$ cat config.mk
export PLATFORM = sky130hd
export DESIGN_NAME = movavg_window_acc
export DESIGN_NICKNAME = d
export VERILOG_FILES = /design/src/rtl/movavg_pkg.sv /design/src/rtl/movavg_ring.sv /design/src/rtl/movavg_window_acc.sv
export SDC_FILE = /design/constraint.sdc
export NUM_CORES = 1
export LEC_CHECK = 0
export BUFFER_PORTS_ARGS = -buffer_cell sky130_fd_sc_hd__buf_2
export CORE_MARGIN = 3
export CORE_UTILIZATION = 45
export DETAILED_ROUTE_END_ITERATION = 8
export RECOVER_POWER = 50
export SLEW_MARGIN = 25
export SYNTH_ARGS = -nofsm -noshare
export SYNTH_HDL_FRONTEND = slang
export SYNTH_SLANG_ARGS = --single-unit
$ cat constraint.sdc
create_clock -name system1000 -period 4.18 [get_ports system1000]
set_input_delay 0.627 -clock system1000 [delete_from_list [all_inputs] [get_ports system1000]]
set_output_delay 0.627 -clock system1000 [all_outputs]
set_load 0.02 [all_outputs]
$ cat src/rtl/movavg_pkg.sv
// Shared definitions for the moving-sum / moving-average filter.
//   MOVAVG_MODE_SUM / MOVAVG_MODE_AVG : values for the MODE parameter
//   sample_t                          : default-width signed sample
//   movavg_aw()                       : accumulator width that cannot overflow
package movavg_pkg;
  localparam int MOVAVG_MODE_SUM   = 0;
  localparam int MOVAVG_MODE_AVG   = 1;
  localparam int MOVAVG_DEF_WIDTH  = 8;

  typedef logic signed [MOVAVG_DEF_WIDTH-1:0] sample_t;

  // A sum of DEPTH samples of WIDTH bits needs $clog2(DEPTH) extra bits.
  function automatic int movavg_aw(input int width, input int depth);
    return width + $clog2(depth);
  endfunction
endpackage

$ cat src/rtl/movavg_ring.sv
// DEPTH x WIDTH circular delay line.
// Ports:
//   system1000       clock, rising edge
//   system1000_rstn  async active-low reset
//   clr              sync clear of contents and pointer
//   wr_en / wr_data  write one sample at the pointer, then advance it
//   oldest           entry at the pointer (the one about to be overwritten)
module movavg_ring #(
  parameter int WIDTH = 8,
  parameter int DEPTH = 4
) (
  input  logic             system1000,
  input  logic             system1000_rstn,
  input  logic             clr,
  input  logic             wr_en,
  input  logic [WIDTH-1:0] wr_data,
  output logic [WIDTH-1:0] oldest
);
  localparam int PW = $clog2(DEPTH);

  logic [DEPTH-1:0][WIDTH-1:0] r_mem;
  logic [PW-1:0]               r_ptr;

  always_ff @(posedge system1000 or negedge system1000_rstn) begin
    if (!system1000_rstn) begin
      r_mem <= '0;
      r_ptr <= '0;
    end else if (clr) begin
      r_mem <= '0;
      r_ptr <= '0;
    end else if (wr_en) begin
      r_mem[r_ptr] <= wr_data;
      r_ptr        <= (r_ptr == PW'(DEPTH-1)) ? '0 : r_ptr + PW'(1);
    end
  end

  // Zeroed slots make the warm-up sum equal the samples seen so far.
  assign oldest = r_mem[r_ptr];
endmodule

$ cat src/rtl/movavg_window_acc.sv
// N-tap moving sum / moving average with registered output.
// Build option: define MOVAVG_ROUND_EN for round-half-up in average mode.
// Ports:
//   system1000       clock, rising edge
//   system1000_rstn  async active-low reset
//   clr              sync clear of window, accumulator and outputs
//   in_valid/in_data signed sample stream
//   out_valid        one-cycle pulse per accepted sample
//   out_data         MODE 0: wrapped window sum; MODE 1: window average
//   out_warm         window fully populated since reset/clr
module movavg_window_acc
  import movavg_pkg::*;
#(
  parameter int WIDTH = 8,
  parameter int DEPTH = 4,
  parameter int MODE  = MOVAVG_MODE_SUM
) (
  input  logic                    system1000,
  input  logic                    system1000_rstn,
  input  logic                    clr,
  input  logic                    in_valid,
  input  logic signed [WIDTH-1:0] in_data,
  output logic                    out_valid,
  output logic signed [WIDTH-1:0] out_data,
  output logic                    out_warm
);
  localparam int AW = movavg_aw(WIDTH, DEPTH);
  localparam int SH = $clog2(DEPTH);
  localparam int CW = $clog2(DEPTH+1);

  logic                    w_acc_en;
  logic [WIDTH-1:0]        w_oldest;
  logic signed [AW-1:0]    w_in_ext;
  logic signed [AW-1:0]    w_old_ext;
  logic signed [AW-1:0]    w_acc_nxt;
  logic signed [WIDTH-1:0] w_out_nxt;

  logic signed [AW-1:0]    r_acc;
  logic [CW-1:0]           r_cnt;
  logic                    r_vld;
  logic signed [WIDTH-1:0] r_data;

  assign w_acc_en = in_valid & ~clr;

  movavg_ring #(.WIDTH(WIDTH), .DEPTH(DEPTH)) u_ring (
    .system1000      (system1000),
    .system1000_rstn (system1000_rstn),
    .clr             (clr),
    .wr_en           (w_acc_en),
    .wr_data         (in_data),
    .oldest          (w_oldest)
  );

  assign w_in_ext  = {{SH{in_data[WIDTH-1]}},  in_data};
  assign w_old_ext = {{SH{w_oldest[WIDTH-1]}}, w_oldest};
  assign w_acc_nxt = r_acc + w_in_ext - w_old_ext;

`ifdef MOVAVG_ROUND_EN
  // One extra bit so the bias add cannot wrap; clamp covers x.5 above max.
  localparam logic signed [AW:0] RND_BIAS = (AW+1)'(2**(SH-1));
  localparam logic signed [AW:0] SMAX     = (AW+1)'(2**(WIDTH-1)-1);
  localparam logic signed [AW:0] SMIN     = (AW+1)'(-(2**(WIDTH-1)));
  logic signed [AW:0] w_rnd;
  logic signed [AW:0] w_rnd_sh;
  assign w_rnd    = {w_acc_nxt[AW-1], w_acc_nxt} + RND_BIAS;
  assign w_rnd_sh = w_rnd >>> SH;
`endif

  always_comb begin
    w_out_nxt = w_acc_nxt[WIDTH-1:0];
    if (MODE == MOVAVG_MODE_AVG) begin
`ifdef MOVAVG_ROUND_EN
      if (w_rnd_sh > SMAX)      w_out_nxt = SMAX[WIDTH-1:0];
      else if (w_rnd_sh < SMIN) w_out_nxt = SMIN[WIDTH-1:0];
      else                      w_out_nxt = WIDTH'(w_rnd_sh);
`else
      w_out_nxt = WIDTH'(w_acc_nxt >>> SH);
`endif
    end
  end

  always_ff @(posedge system1000 or negedge system1000_rstn) begin
    if (!system1000_rstn) begin
      r_acc  <= '0;
      r_cnt  <= '0;
      r_vld  <= 1'b0;
      r_data <= '0;
    end else if (clr) begin
      r_acc  <= '0;
      r_cnt  <= '0;
      r_vld  <= 1'b0;
      r_data <= '0;
    end else begin
      r_vld <= in_valid;
      if (in_valid) begin
        r_acc  <= w_acc_nxt;
        r_data <= w_out_nxt;
        if (r_cnt != CW'(DEPTH)) r_cnt <= r_cnt + CW'(1);
      end
    end
  end

  assign out_valid = r_vld;
  assign out_data  = r_data;
  assign out_warm  = (r_cnt == CW'(DEPTH));
endmodule

# Yosys cells after proc, flatten, opt, wreduce, memory -nomap -nowiden
# Index checks and enable logic that the tools add are counted.
[word_totals]
regBits = 56
in_bits = 12
out_inout_bits = 10
word_cells = 43
[classes]
n_addsub = 4
n_lt_le_gt_ge = 2
n_eq_ne = 3
muxes = 18
bitwise = 2
n_reduce_logical = 5
[ops]
columns = ["operator", "count"]
rows = [
  ["$mux W32", 2],
  ["$bwmux W32", 1],
  ["$mux W8", 4],
  ["$mux W10", 2],
  ["$bmux W8 S2", 1],
  ["$demux W8 S2", 1],
  ["$add A10 B8 Y10", 1],
  ["$sub A10 B8 Y10", 1],
  ["$mux W3", 3],
  ["$mux W2", 3],
  ["$reduce_bool A2 Y1", 3],
  ["$add A3 B1 Y3 const B", 1],
  ["$eq A3 B3 Y1 const B", 1],
  ["$lt A2 B3 Y1 const B", 1],
  ["$ne A3 B3 Y1 const B", 1],
  ["$add A2 B1 Y2 const B", 1],
  ["$eq A2 B2 Y1 const B", 1],
  ["$ge A2 B1 Y1 const B", 1],
  ["$reduce_and A2 Y1", 1],
  ["$and A1 B1 Y1", 1],
  ["$logic_and A1 B1 Y1", 1],
  ["$mux W1", 1],
  ["$not A1 Y1", 1],
]

# Logic depth before layout (Yosys ltp)
# Gate-level depths: netlist (run 1).
[logic_depth]
word_depth = 7
mapped_depth = 11
mapped_depth_nobuf = 10

# By module
# From an unflattened synthesis (run 1), not the netlist that was laid out.
[hier_totals]
cells_unflattened = 287
hier_area_um2 = 2966.6
[by_module_without_submodules]
columns = ["module", "n_inst", "cells_per_inst", "area_per_inst_um2", "seq_area_each_um2"]
rows = [
  ["movavg_ring", 1, 172, 1885.6, 850.8],
  ["movavg_window_acc", 1, 115, 1081.0, 300.3],
]

# Worst setup path after synthesis (run 1)
# OpenSTA, ideal clock, no wires.
[synth_path]
path_type = "flip-flop to flip-flop"
start = "register u_ring.r_ptr[0]"
end = "register r_acc[6]"
arrival_ns = 3.102
t_required_ns = 4.111
slack_ns = 1.009
stages_incl_launch_ff = 11
synth_period_minus_slack_ns = 3.171
path_cell_list = "dfrtp_1 -> buf_2 -> mux4_2 -> fa_1 -> inv_1 -> fa_1 -> a21o_1 -> a21oi_1 -> o21bai_1 -> a2111o_1 -> nand3_1"
[synth_via]
elab_chain_len = 5
[synth_rtl]
columns = ["item", "line", "source"]
rows = [
  ["start, declared", "movavg_ring.sv:22", "logic [PW-1:0] r_ptr;"],
  ["start signal, assigned", "movavg_ring.sv:33", "r_ptr <= (r_ptr == PW'(DEPTH-1)) ? '0 : r_ptr + PW'(1);"],
  ["$bmux W8 S2", "movavg_ring.sv:38", "assign oldest = r_mem[r_ptr];"],
  ["$mux W8 (implied by the code)", "movavg_ring.sv:38", ""],
  ["$sub A10 B8 Y10", "movavg_window_acc.sv:56", "assign w_acc_nxt = r_acc + w_in_ext - w_old_ext;"],
  ["$mux W10", "movavg_window_acc.sv:95", "if (in_valid) begin"],
  ["$mux W10", "movavg_window_acc.sv:88", "end else if (clr) begin"],
  ["end signal, assigned", "movavg_window_acc.sv:96", "r_acc <= w_acc_nxt;"],
  ["end, declared", "movavg_window_acc.sv:38", "logic signed [AW-1:0] r_acc;"],
]
# Every way passes these cells. The select of a mux whose other input is x is not followed.
# A chain may end at the register's enable or synchronous reset.

# Final worst setup path (run 1)
# Ends and elaborated chain as after synthesis.

==> results.ini, run 1 <==
[routing]
detailed_route_drc_error_count=0
detail_route.wirelength_mm=5.67
avgRoutedWirePerCell_um=15.4
drt_pass1_iterations=4
ant_nets=0
detail_route.vias_per_cell=5.37
num_vias=1980
drt-initial-drc-count=98

[setup_path]
setup.reg_to_reg.worst_slack_ns=0.75
critPathLaunch=u_ring.r_ptr[0]
worstPathCellList=mux4_2, fa_1, inv_1, fa_1, a21o_1, a21oi_1, o21bai_1, a2111o_1, nand3_1
regToRegStartpoint=u_ring.r_ptr[0]
critical_path_slowest_stage_cell=sky130_fd_sc_hd__dfrtp_1
critical_path_peak_fanout=13
worst-endpoint-arrival_ns=3.67
worst-setup-path-type=register to register
worstSetupEndpointType=register
timing.critical_path.from_type=register
timing.critical_path.mode_cell=sky130_fd_sc_hd__fa_1
cp.required_ns=4.42
crit_path_max_incr_delay_ns=0.72

[sta]
rsz_0062_raised_after_global_routing=false
period_share_pct=82.0
timing_max_transition_violations_final=98
timing.final.hold_violations=0
worst_slew_pin_slew_ns=2.54
finalSetupTns_ns=0
setup_viol_count_final=0
clock.fmax_mhz=292
slew-limit-headroom_pct=-69.0
final.setup.worst_slack_ns=0.754
clock_skew_ns=0.00933
period_minus_slack_ns=3.43

[synthesis]
syn_area_um2=2690
synth_ff_type=sky130_fd_sc_hd__dfrtp_1
synth_largest_area_cell=sky130_fd_sc_hd__dfrtp_1
yosys_warnings=0
synthDominantCellAreaShare_pct=42.7
edff_count_synth=0
yosysSeqAreaShare_pct=42.7
ys_async_sr_fraction_pct=100
ys_seq_elements=46
synth_fp_nets=316
synth.top_cells.by_area=sky130_fd_sc_hd__dfrtp_1 43%, sky130_fd_sc_hd__a21oi_1 7.1%, sky130_fd_sc_hd__mux4_2 6.7%
synthesis.area_per_instance_um2=9.52
synth_cells=283
synth.distinct_cells=32

[clock_tree]
worst_skew_pair.late_latency_ns=0.31
ctsLongestPathBuffers=2
cts_inserted_buffers=5
cts.sink_count=46
cts_resized=0
cts.reportedPaths.clkPinSlew_ns=0.09
cts_tree=yes
postCtsHoldBufs=0
cts-htree-levels=2
post_cts.repair.setup_buffers=0
cts.root.buffer_cell=sky130_fd_sc_hd__clkbuf_8

[layout]
insertedDiodeCount=0
net_count_reported_at_finish=329
area_growth_pct=8.50
final_layout_size_suffix_gt1_share_pct=11.8
mostFrequentLayoutCell=sky130_fd_sc_hd__dfrtp_1
layout_common_cells=46 x sky130_fd_sc_hd__dfrtp_1, 38 x sky130_fd_sc_hd__a21oi_1, 37 x sky130_fd_sc_hd__nand2_1
post-route-util_pct=51.8

[die]
die_width_um=83.4
standard_cell_rows=27
floorplan.core_area_um2=5640
top_level_ports=22
floorplan.die_area_um2=6950
floorplan.initialDensity_pct=47.7
fp.dieH_um=83.4

[place]
place_congestion=0.801
detailedPlacementHpwl_mm=3.99
preCtsSetupSlack_ns=0.772
io_buffers=21

[grt]
grt_pass1_vias=2027
grt_remaining_overflow=0
grt_max_degree=51
antenna_found_initial=0
grt_util_all_layers_pct=17.6
grt_first_pass_wirelength_mm=9.91

[job]
drv_cap=2

[outcome]
violations=capacitance limit, slew limit
status=finished, violations left

[power_and_ir_drop]
power_leakage_uw=0.00135
total_power_per_unit_cell_area_nw_per_um2=468
vdd_ir_drop_max_mv=0.212

[min_path]
worst_hold_start=u_ring.r_mem[11]
holdCritPathClass=register to register

-- cells in the mapped netlist (all sizes together) (2+ instances only) --
master  number
nand3       34
mux2i        7
a21oi       38
o211ai       2
fa           7
nor2b        3
a211oi       2
inv         31
clkbuf      14
xnor2        6
nor2        15
a21o         2
mux4         8
ha          14
dfrtp       46
buf          3
nand2       37
o21ai        2
-- worst paths after layout --
kind | to | depth (start not counted)
setup reg to reg | r_acc[6] | 9
hold / removal | u_ring.r_mem[11] | 2
min in group asynchronous | r_acc[4] | 2
max in group asynchronous | u_ring.r_mem[26] | 2
hold reg to reg | u_ring.r_mem[11] | 2
setup / recovery | r_acc[6] | 9
-- layout make-up --
class                      instances  area (µm²)
fill                             514        2720
multi-input combinational        189        1360
sequential                        46        1150
inverter                          31         116
timing repair buffer              23         110
tap                               72        90.1
clock buffer                       6        82.6
clock inverter                     2        12.5
-- sequential cells by signal (all words and copies together), names as in the netlist --
name / cells
out_valid: 1
r_acc: 8
r_cnt: 3
u_ring.r_mem: 32
u_ring.r_ptr: 2
-- critical path: cells and delay by family, from the launching register on --
| family | cells | cell delay [ns] |
|---|---|---|
| AO/OA/AOI/OAI | 4 | 0.96 |
| adder cells (fa/ha/maj) | 2 | 0.95 |
| buffers and inverters | 1 | 0.07 |
| flip-flops | 1 | 0.72 |
| multiplexers | 1 | 0.59 |
| AND/OR/NAND/NOR | 1 | 0.07 |
-- where the power goes --
part           internal [µW]  switching, µW
sequential               488           36.9
clock                    133            156
combinational            238            316
total                    859            509
-- per-layer routing --
metal	track usage, %	share of wire (%)	vias up
met5	0	0	-
met4	4.90	1.2	0
met3	3.47	3.2	5
met2	28.1	48	32
met1	24.3	48	973
li1	-	-	970
-- through the flow --
stage / area, µm² / instances / total power (µW) / hold slack (ns)
finish: 2920 / 369 / 1370 / 0.523
global placement: 2840 / 361 / 1080 / 0.508
floorplan: 2690 / 283 / 959 / 0.331
CTS: 2930 / 369 / 1390 / 0.424
detailed placement: 2840 / 361 / 1100 / 0.515
global route: 2920 / 369 / 1490 / 0.550
-- cell families (layout without fill, tap and decap cells) --
kind of cell             after synthesis  in the layout  synth area share [%]
AND/OR/NAND/NOR                       96             96                  16.3
AO/OA/AOI/OAI                         49             49                  10.1
buffers and inverters                 48             62                  6.78
flip-flops                            46             46                  42.7
adder cells (fa/ha/maj)               21             21                  11.7
multiplexers                          16             16                  9.85
XOR/XNOR                               7              7                  2.55
(Power assumes the default switching activity.)
==> run 2, diff against run 1 <==
==> constraint.sdc (replaced) <==
create_clock -name system1000 -period 3.5 [get_ports system1000]
set_input_delay 0.525 -clock system1000 [delete_from_list [all_inputs] [get_ports system1000]]
set_output_delay 0.525 -clock system1000 [all_outputs]
set_load 0.02 [all_outputs]
==> run 2 against run 1 <==
  * The run still ends with capacitance limit, slew limit left
  * Largest cell class unchanged
  * Global-route usage increased by 0.58 points
  * Sequential cell count did not move
  * Sequential power increased by 18%
  * Via count up 1.8%
  * Highest routed layer unchanged
  * Total power grew 19%
==> results.ini, run 2 (same netlist as run 1, synthesis figures left out) <==
[die]
die_width_um=83.4  ; unchanged
fp.dieH_um=83.4  ; unchanged
top_level_ports=22  ; unchanged
floorplan.die_area_um2=6950  ; unchanged
floorplan.initialDensity_pct=47.7  ; unchanged
standard_cell_rows=27  ; unchanged
floorplan.core_area_um2=5640  ; unchanged

[setup_path]
worst-endpoint-arrival_ns=3.40  ; was 3.67 ns
critical_path_peak_fanout=9  ; was 13
cp.required_ns=3.69  ; was 4.42 ns
worstReg2RegEnd=r_acc[7]  ; was r_acc[6]
worstSetupEndpointType=register  ; unchanged
setup.reg_to_reg.worst_slack_ns=0.29  ; was 0.75 ns
timing.critical_path.from_type=register  ; unchanged
r2r_cells=10  ; was 9
worst-setup-path-type=register to register  ; unchanged
critPathLaunch=u_ring.r_ptr[0]  ; unchanged
regToRegStartpoint=u_ring.r_ptr[0]  ; unchanged
worst_setup_path_endpoint=r_acc[7]  ; was r_acc[6]

[grt]
grt_max_degree=51  ; unchanged
antenna_found_initial=0  ; unchanged
grt_remaining_overflow=0  ; unchanged
grt_pass1_vias=2032  ; was 2027
grt_util_all_layers_pct=18.1  ; was 17.6%
grt_first_pass_wirelength_mm=10.2  ; was 9.91 mm

[sta]
period_share_pct=91.8  ; was 82.0%
clock_skew_ns=0.00739  ; was 0.00933 ns
timing_max_transition_violations_final=98  ; unchanged
worst_slew_pin_slew_ns=2.50  ; was 2.54 ns
period_minus_slack_ns=3.21  ; was 3.43 ns
finalSetupTns_ns=0  ; unchanged
clock.fmax_mhz=311  ; was 292 MHz
rsz_0062_raised_after_global_routing=false  ; unchanged
setup_viol_count_final=0  ; unchanged
final.setup.worst_slack_ns=0.286  ; was 0.754 ns
timing.final.hold_violations=0  ; unchanged
slew-limit-headroom_pct=-66.9  ; was -69.0%

[layout]
mostFrequentLayoutCell=sky130_fd_sc_hd__dfrtp_1  ; unchanged
final-instance-count-excl-fill=370  ; was 369
layout_common_cells=46 x sky130_fd_sc_hd__dfrtp_1, 38 x sky130_fd_sc_hd__a21oi_1, 37 x sky130_fd_sc_hd__nand2_1  ; unchanged
insertedDiodeCount=0  ; unchanged
largest_reg_flops=32  ; unchanged
layout_top_registers=u_ring.r_mem: 32 flops, r_acc: 8 flops, r_cnt: 3 flops  ; unchanged
final_layout_size_suffix_gt1_share_pct=12.1  ; was 11.8%
max_flop_register=u_ring.r_mem  ; unchanged
net_count_reported_at_finish=330  ; was 329
area_growth_pct=8.78  ; was 8.50%

[clock_tree]
cts.reportedPaths.clkPinSlew_ns=0.09  ; about the same
post_cts.repair.setup_buffers=0  ; unchanged
cts_tree=yes  ; unchanged
cts.sink_count=46  ; unchanged
cts_inserted_buffers=5  ; unchanged
cts.root.buffer_cell=sky130_fd_sc_hd__clkbuf_8  ; unchanged
cts-htree-levels=2  ; unchanged
worst_skew_pair.late_latency_ns=0.30  ; was 0.31 ns
cts_resized=0  ; unchanged
ctsLongestPathBuffers=2  ; unchanged
postCtsHoldBufs=0  ; unchanged

[routing]
detail_route.vias_per_cell=5.45  ; was 5.37
avgRoutedWirePerCell_um=15.6  ; was 15.4 µm
ant_nets=0  ; unchanged
detail_route.wirelength_mm=5.78  ; was 5.67 mm
drt_pass1_iterations=4  ; unchanged
detailed_route_drc_error_count=0  ; unchanged
drt-initial-drc-count=90  ; was 98
num_vias=2015  ; was 1980

[place]
numPlacedInstances=362  ; was 361
preCtsSetupSlack_ns=0.294  ; was 0.772 ns
place_congestion=0.804  ; was 0.801
io_buffers=21  ; unchanged
detailedPlacementHpwl_mm=4.03  ; was 3.99 mm

[power_and_ir_drop]
vdd_ir_drop_max_mv=0.260  ; was 0.212 mV
total_power_per_unit_cell_area_nw_per_um2=556  ; was 468 nW/µm²
power_leakage_uw=0.00136  ; was 0.00135 µW

[job]
drv_cap=2  ; unchanged

[outcome]
status=finished, violations left  ; unchanged
violations=capacitance limit, slew limit  ; unchanged

[min_path]
holdCritPathClass=primary input to register  ; was register to register

run 2: cell types whose count changed in the layout (fill, tap and decap cells not counted), sizes merged:
cell	change
clkinvlp	-1
buf	+2
run 2: per-stage QoR:
stage,utilization (%),power [µW],area (µm²),hold WS (ns)
after floorplan,-,1150,2690,0.229
after global placement,50.4,1300,2850,0.512
after detailed placement,50.5,1310,2850,0.519
after CTS,52.1,1660,2940,0.244
after global routing,51.9,1780,2930,0.515
final,51.9,1630,2930,0.514
run 2: critical path, stage by stage, from the launching register on:
cell,delay [ns]
sky130_fd_sc_hd__dfrtp_1,0.49
sky130_fd_sc_hd__buf_4,0.24
sky130_fd_sc_hd__mux4_2,0.53
sky130_fd_sc_hd__fa_1,0.49
sky130_fd_sc_hd__inv_1,0.04
sky130_fd_sc_hd__ha_1,0.34
sky130_fd_sc_hd__a21oi_1,0.20
sky130_fd_sc_hd__o211ai_1,0.13
sky130_fd_sc_hd__a21oi_1,0.15
sky130_fd_sc_hd__and3b_1,0.19
sky130_fd_sc_hd__mux2_4,0.29
run 2: report_power, final:
group	leakage, µW	internal (µW)	switching (µW)	total (µW)
clock	0.0000482	160	181	341
combinational	0.000684	286	381	668
sequential	0.000627	583	39.5	622
total	0.00136	1030	602	1630
run 2: how the worst min path moves through the flow:
stage | from | to | cells past startpoint
floorplan | system1000_rstn | out_valid | 0
global placement | u_ring.r_mem[30] | u_ring.r_mem[30] | 2
detailed placement | u_ring.r_mem[8] | u_ring.r_mem[8] | 2
CTS | system1000_rstn | r_acc[4] | 1
global route | in_data[5] | u_ring.r_mem[5] | 3
finish | in_data[4] | u_ring.r_mem[28] | 3
run 2: area by class of cell:
cell class	count	area [µm²]
clock buffer	7	86.3
clock inverter	1	5.00
fill	541	2710
inverter	31	116
multi-input combinational	189	1360
sequential	46	1150
tap	72	90.1
timing repair buffer	24	121
run 2: layer usage:
| metal | wire length, µm | GRT usage (%) | share of wire [%] |
|---|---|---|---|
| met1 | 2680 | 25.2 | 46 |
| met2 | 2780 | 28.5 | 48 |
| met3 | 254 | 4.46 | 4.4 |
| met4 | 65 | 4.75 | 1.1 |
| met5 | 0 | 0 | 0 |
==> run 3, diff against run 2 <==
--- a/config.mk
+++ b/config.mk
@@ -9,6 +9,7 @@
 export CORE_MARGIN = 3
 export CORE_UTILIZATION = 45
 export DETAILED_ROUTE_END_ITERATION = 8
+export PLACE_DENSITY = 0.61
 export RECOVER_POWER = 50
 export SLEW_MARGIN = 25
 export SYNTH_ARGS = -nofsm -noshare
==> run 3 against run 2 <==
  * The flow still finishes with violations (capacitance limit, slew limit)
  * Count of clock-buffer cells in the layout fell by 2
  * Critical path depth shrank 1
  * Hold slack lost 0.0081 ns
  * First-iteration DRC count fell by 2.2%
  * Non-clock buffer count down 1
  * Cell count is 0.27% lower
  * Clock power grew 23%
  * Sequential share of layout area shrank 0.23 points
  * Clock skew up 0.0030 ns
  * Wire length decreased by 2.3%
  * Largest cell class unchanged
  * Highest routed layer unchanged
==> results.ini, run 3 (same netlist as run 1, synthesis figures left out) <==
[clock_tree]
cts_tree=yes  ; unchanged
cts-htree-levels=2  ; unchanged
ctsLongestPathBuffers=2  ; unchanged
cts.root.buffer_cell=sky130_fd_sc_hd__clkbuf_8  ; unchanged
cts.reportedPaths.clkPinSlew_ns=0.10  ; was 0.09 ns
cts.sink_count=46  ; unchanged
worst_skew_pair.late_latency_ns=0.31  ; was 0.30 ns
postCtsHoldBufs=0  ; unchanged
cts_inserted_buffers=5  ; unchanged
post_cts.repair.setup_buffers=0  ; unchanged
cts_resized=0  ; unchanged

[setup_path]
path_delay_family=compound AO/OA/AOI/OAI gates  ; was adder cells
worstPathBufferInverterCount=1  ; was 2
setup.reg_to_reg.worst_slack_ns=0.23  ; was 0.29 ns
timing.critical_path.from_type=register  ; unchanged
worstPathCellList=mux4_2, fa_1, inv_1, fa_1, a21o_1, a21oi_1, o21bai_1, a2111o_1, nand3_1  ; was buf_4, mux4_2, fa_1, inv_1, ha_1, a21oi_1, o211ai_1, a21oi_1, and3b_1, mux2_4
critical_path_slowest_stage_cell=sky130_fd_sc_hd__dfrtp_1  ; was sky130_fd_sc_hd__mux4_2
cp.required_ns=3.74  ; was 3.69 ns
worst-endpoint-arrival_ns=3.51  ; was 3.40 ns
worst-setup-path-type=register to register  ; unchanged
critical_path_peak_fanout=9  ; unchanged
critPathLaunch=u_ring.r_ptr[0]  ; unchanged
crit_path_max_incr_delay_ns=0.58  ; was 0.53 ns
worstSetupEndpointType=register  ; unchanged
regToRegStartpoint=u_ring.r_ptr[0]  ; unchanged
timing.critical_path.mode_cell=sky130_fd_sc_hd__fa_1  ; was sky130_fd_sc_hd__a21oi_1

[layout]
mostFrequentLayoutCell=sky130_fd_sc_hd__dfrtp_1  ; unchanged
largest_reg_flops=32  ; unchanged
layout_common_cells=46 x sky130_fd_sc_hd__dfrtp_1, 38 x sky130_fd_sc_hd__a21oi_1, 37 x sky130_fd_sc_hd__nand2_1  ; unchanged
net_count_reported_at_finish=329  ; was 330
post-route-util_pct=52.3  ; was 51.9%
area_growth_pct=9.43  ; was 8.78%
fillerInstances=528  ; was 541
insertedDiodeCount=0  ; unchanged
final-instance-count-excl-fill=369  ; was 370
final_layout_size_suffix_gt1_share_pct=12.1  ; about the same
max_flop_register=u_ring.r_mem  ; unchanged
layout_top_registers=u_ring.r_mem: 32 flops, r_acc: 8 flops, r_cnt: 3 flops  ; unchanged

[grt]
grt_first_pass_wirelength_mm=9.67  ; was 10.2 mm
antenna_found_initial=0  ; unchanged
grt_max_degree=51  ; unchanged
grt_remaining_overflow=0  ; unchanged
grt_pass1_vias=1935  ; was 2032
grt_util_all_layers_pct=17.2  ; was 18.1%

[power_and_ir_drop]
sequentialPowerShare_pct=36.6  ; was 38.2%
vdd_ir_drop_max_mv=0.307  ; was 0.260 mV
swShare_pct=36.4  ; was 36.9%
power.net_switching_uw=620  ; was 602 µW
total_power_per_unit_cell_area_nw_per_um2=578  ; was 556 nW/µm²
power_leakage_uw=0.00136  ; about the same
share_clk_of_total_power_pct=24.5  ; was 20.9%
share_comb_of_total_power_pct=38.9  ; was 40.9%
internal_uw=1080  ; was 1030 µW

[min_path]
holdCritPathClass=primary input to register  ; unchanged
worst_hold_start=in_data[2]  ; was in_data[4]

[routing]
drt-initial-drc-count=88  ; was 90
ant_nets=0  ; unchanged
avgRoutedWirePerCell_um=15.3  ; was 15.6 µm
num_vias=1980  ; was 2015
detailed_route_drc_error_count=0  ; unchanged
drt_pass1_iterations=4  ; unchanged
detail_route.vias_per_cell=5.37  ; was 5.45
detail_route.wirelength_mm=5.65  ; was 5.78 mm

[die]
die_width_um=83.4  ; unchanged
fp.dieH_um=83.4  ; unchanged
standard_cell_rows=27  ; unchanged
floorplan.initialDensity_pct=47.7  ; unchanged
floorplan.core_area_um2=5640  ; unchanged
top_level_ports=22  ; unchanged
floorplan.die_area_um2=6950  ; unchanged

[sta]
worst_slew_pin_slew_ns=2.48  ; was 2.50 ns
rsz_0062_raised_after_global_routing=false  ; unchanged
period_share_pct=93.3  ; was 91.8%
clock.fmax_mhz=306  ; was 311 MHz
period_minus_slack_ns=3.27  ; was 3.21 ns
clock_skew_ns=0.0104  ; was 0.00739 ns
setup_viol_count_final=0  ; unchanged
finalSetupTns_ns=0  ; unchanged
timing_max_transition_violations_final=98  ; unchanged
slew-limit-headroom_pct=-65.1  ; was -66.9%
timing.final.hold_violations=0  ; unchanged

[job]
drv_cap=2  ; unchanged

[outcome]
violations=capacitance limit, slew limit  ; unchanged
status=finished, violations left  ; unchanged

[place]
numPlacedInstances=361  ; was 362
detailedPlacementHpwl_mm=3.91  ; was 4.03 mm
io_buffers=21  ; unchanged
place_congestion=0.783  ; was 0.804

run 3: cell count changes in the layout (fill, tap and decap cells not counted), sizes merged:
cell	before	now
inv	31	33
bufinv	0	1
clkinv	1	0
clkbuf	12	10
buf	19	18
run 3: per-stage QoR:
stage	setup WS [ns]	area (µm²)	hold WS, ns	total power, µW
final	0.233	2950	0.506	1700
after global routing	0.0111	2950	0.505	1850
after CTS	0.238	2960	0.240	1730
after detailed placement	0.264	2840	0.513	1310
after global placement	0.304	2840	0.509	1290
after floorplan	0.329	2690	0.229	1150
run 3: worst register-to-register path: stages, from the launching register on:
cell and delay (ns):
sky130_fd_sc_hd__dfrtp_1 0.58, sky130_fd_sc_hd__mux4_2 0.57, sky130_fd_sc_hd__fa_1 0.50, sky130_fd_sc_hd__inv_1 0.07
sky130_fd_sc_hd__fa_1 0.45, sky130_fd_sc_hd__a21o_1 0.19, sky130_fd_sc_hd__a21oi_1 0.24, sky130_fd_sc_hd__o21bai_1 0.13
sky130_fd_sc_hd__a2111o_1 0.42, sky130_fd_sc_hd__nand3_1 0.07
run 3: layout make-up:
type / instances / area [µm²] / share of cell area, %
sequential: 46 / 1150 / 39.0
timing repair buffer: 23 / 114 / 3.86
multi-input combinational: 189 / 1360 / 46.1
clock inverter: 3 / 47.5 / 1.61
clock buffer: 5 / 68.8 / 2.33
tap: 72 / 90.1 / 3.06
inverter: 31 / 116 / 3.95
run 3: path summary, 6_finish.rpt:
check | endpoint | cells after the start
min in group asynchronous | u_ring.r_mem[9] | 1
max in group asynchronous | u_ring.r_mem[3] | 1
worst max register to register | r_acc[6] | 9
worst max-delay path | r_acc[6] | 9
worst min register to register | u_ring.r_mem[25] | 2
worst min-delay path | u_ring.r_mem[10] | 3
run 3: power by group through the flow:
| stage | Clock [µW] | Combinational [µW] | Sequential (µW) |
|---|---|---|---|
| after floorplan | 0 | 482 | 663 |
| after global placement | 0 | 663 | 632 |
| after detailed placement | 0 | 672 | 635 |
| after CTS | 425 | 676 | 624 |
| after global routing | 447 | 767 | 633 |
| final | 418 | 663 | 624 |
run 3: per-layer routing:
metal / wire, µm / GRT usage [%] / up-vias
li1: - / - / 973
met1: 2740 / 24.6 / 960
met2: 2600 / 26.7 / 45
met3: 280 / 3.87 / 2
met4: 29 / 4.31 / 0
met5: 0 / 0 / -
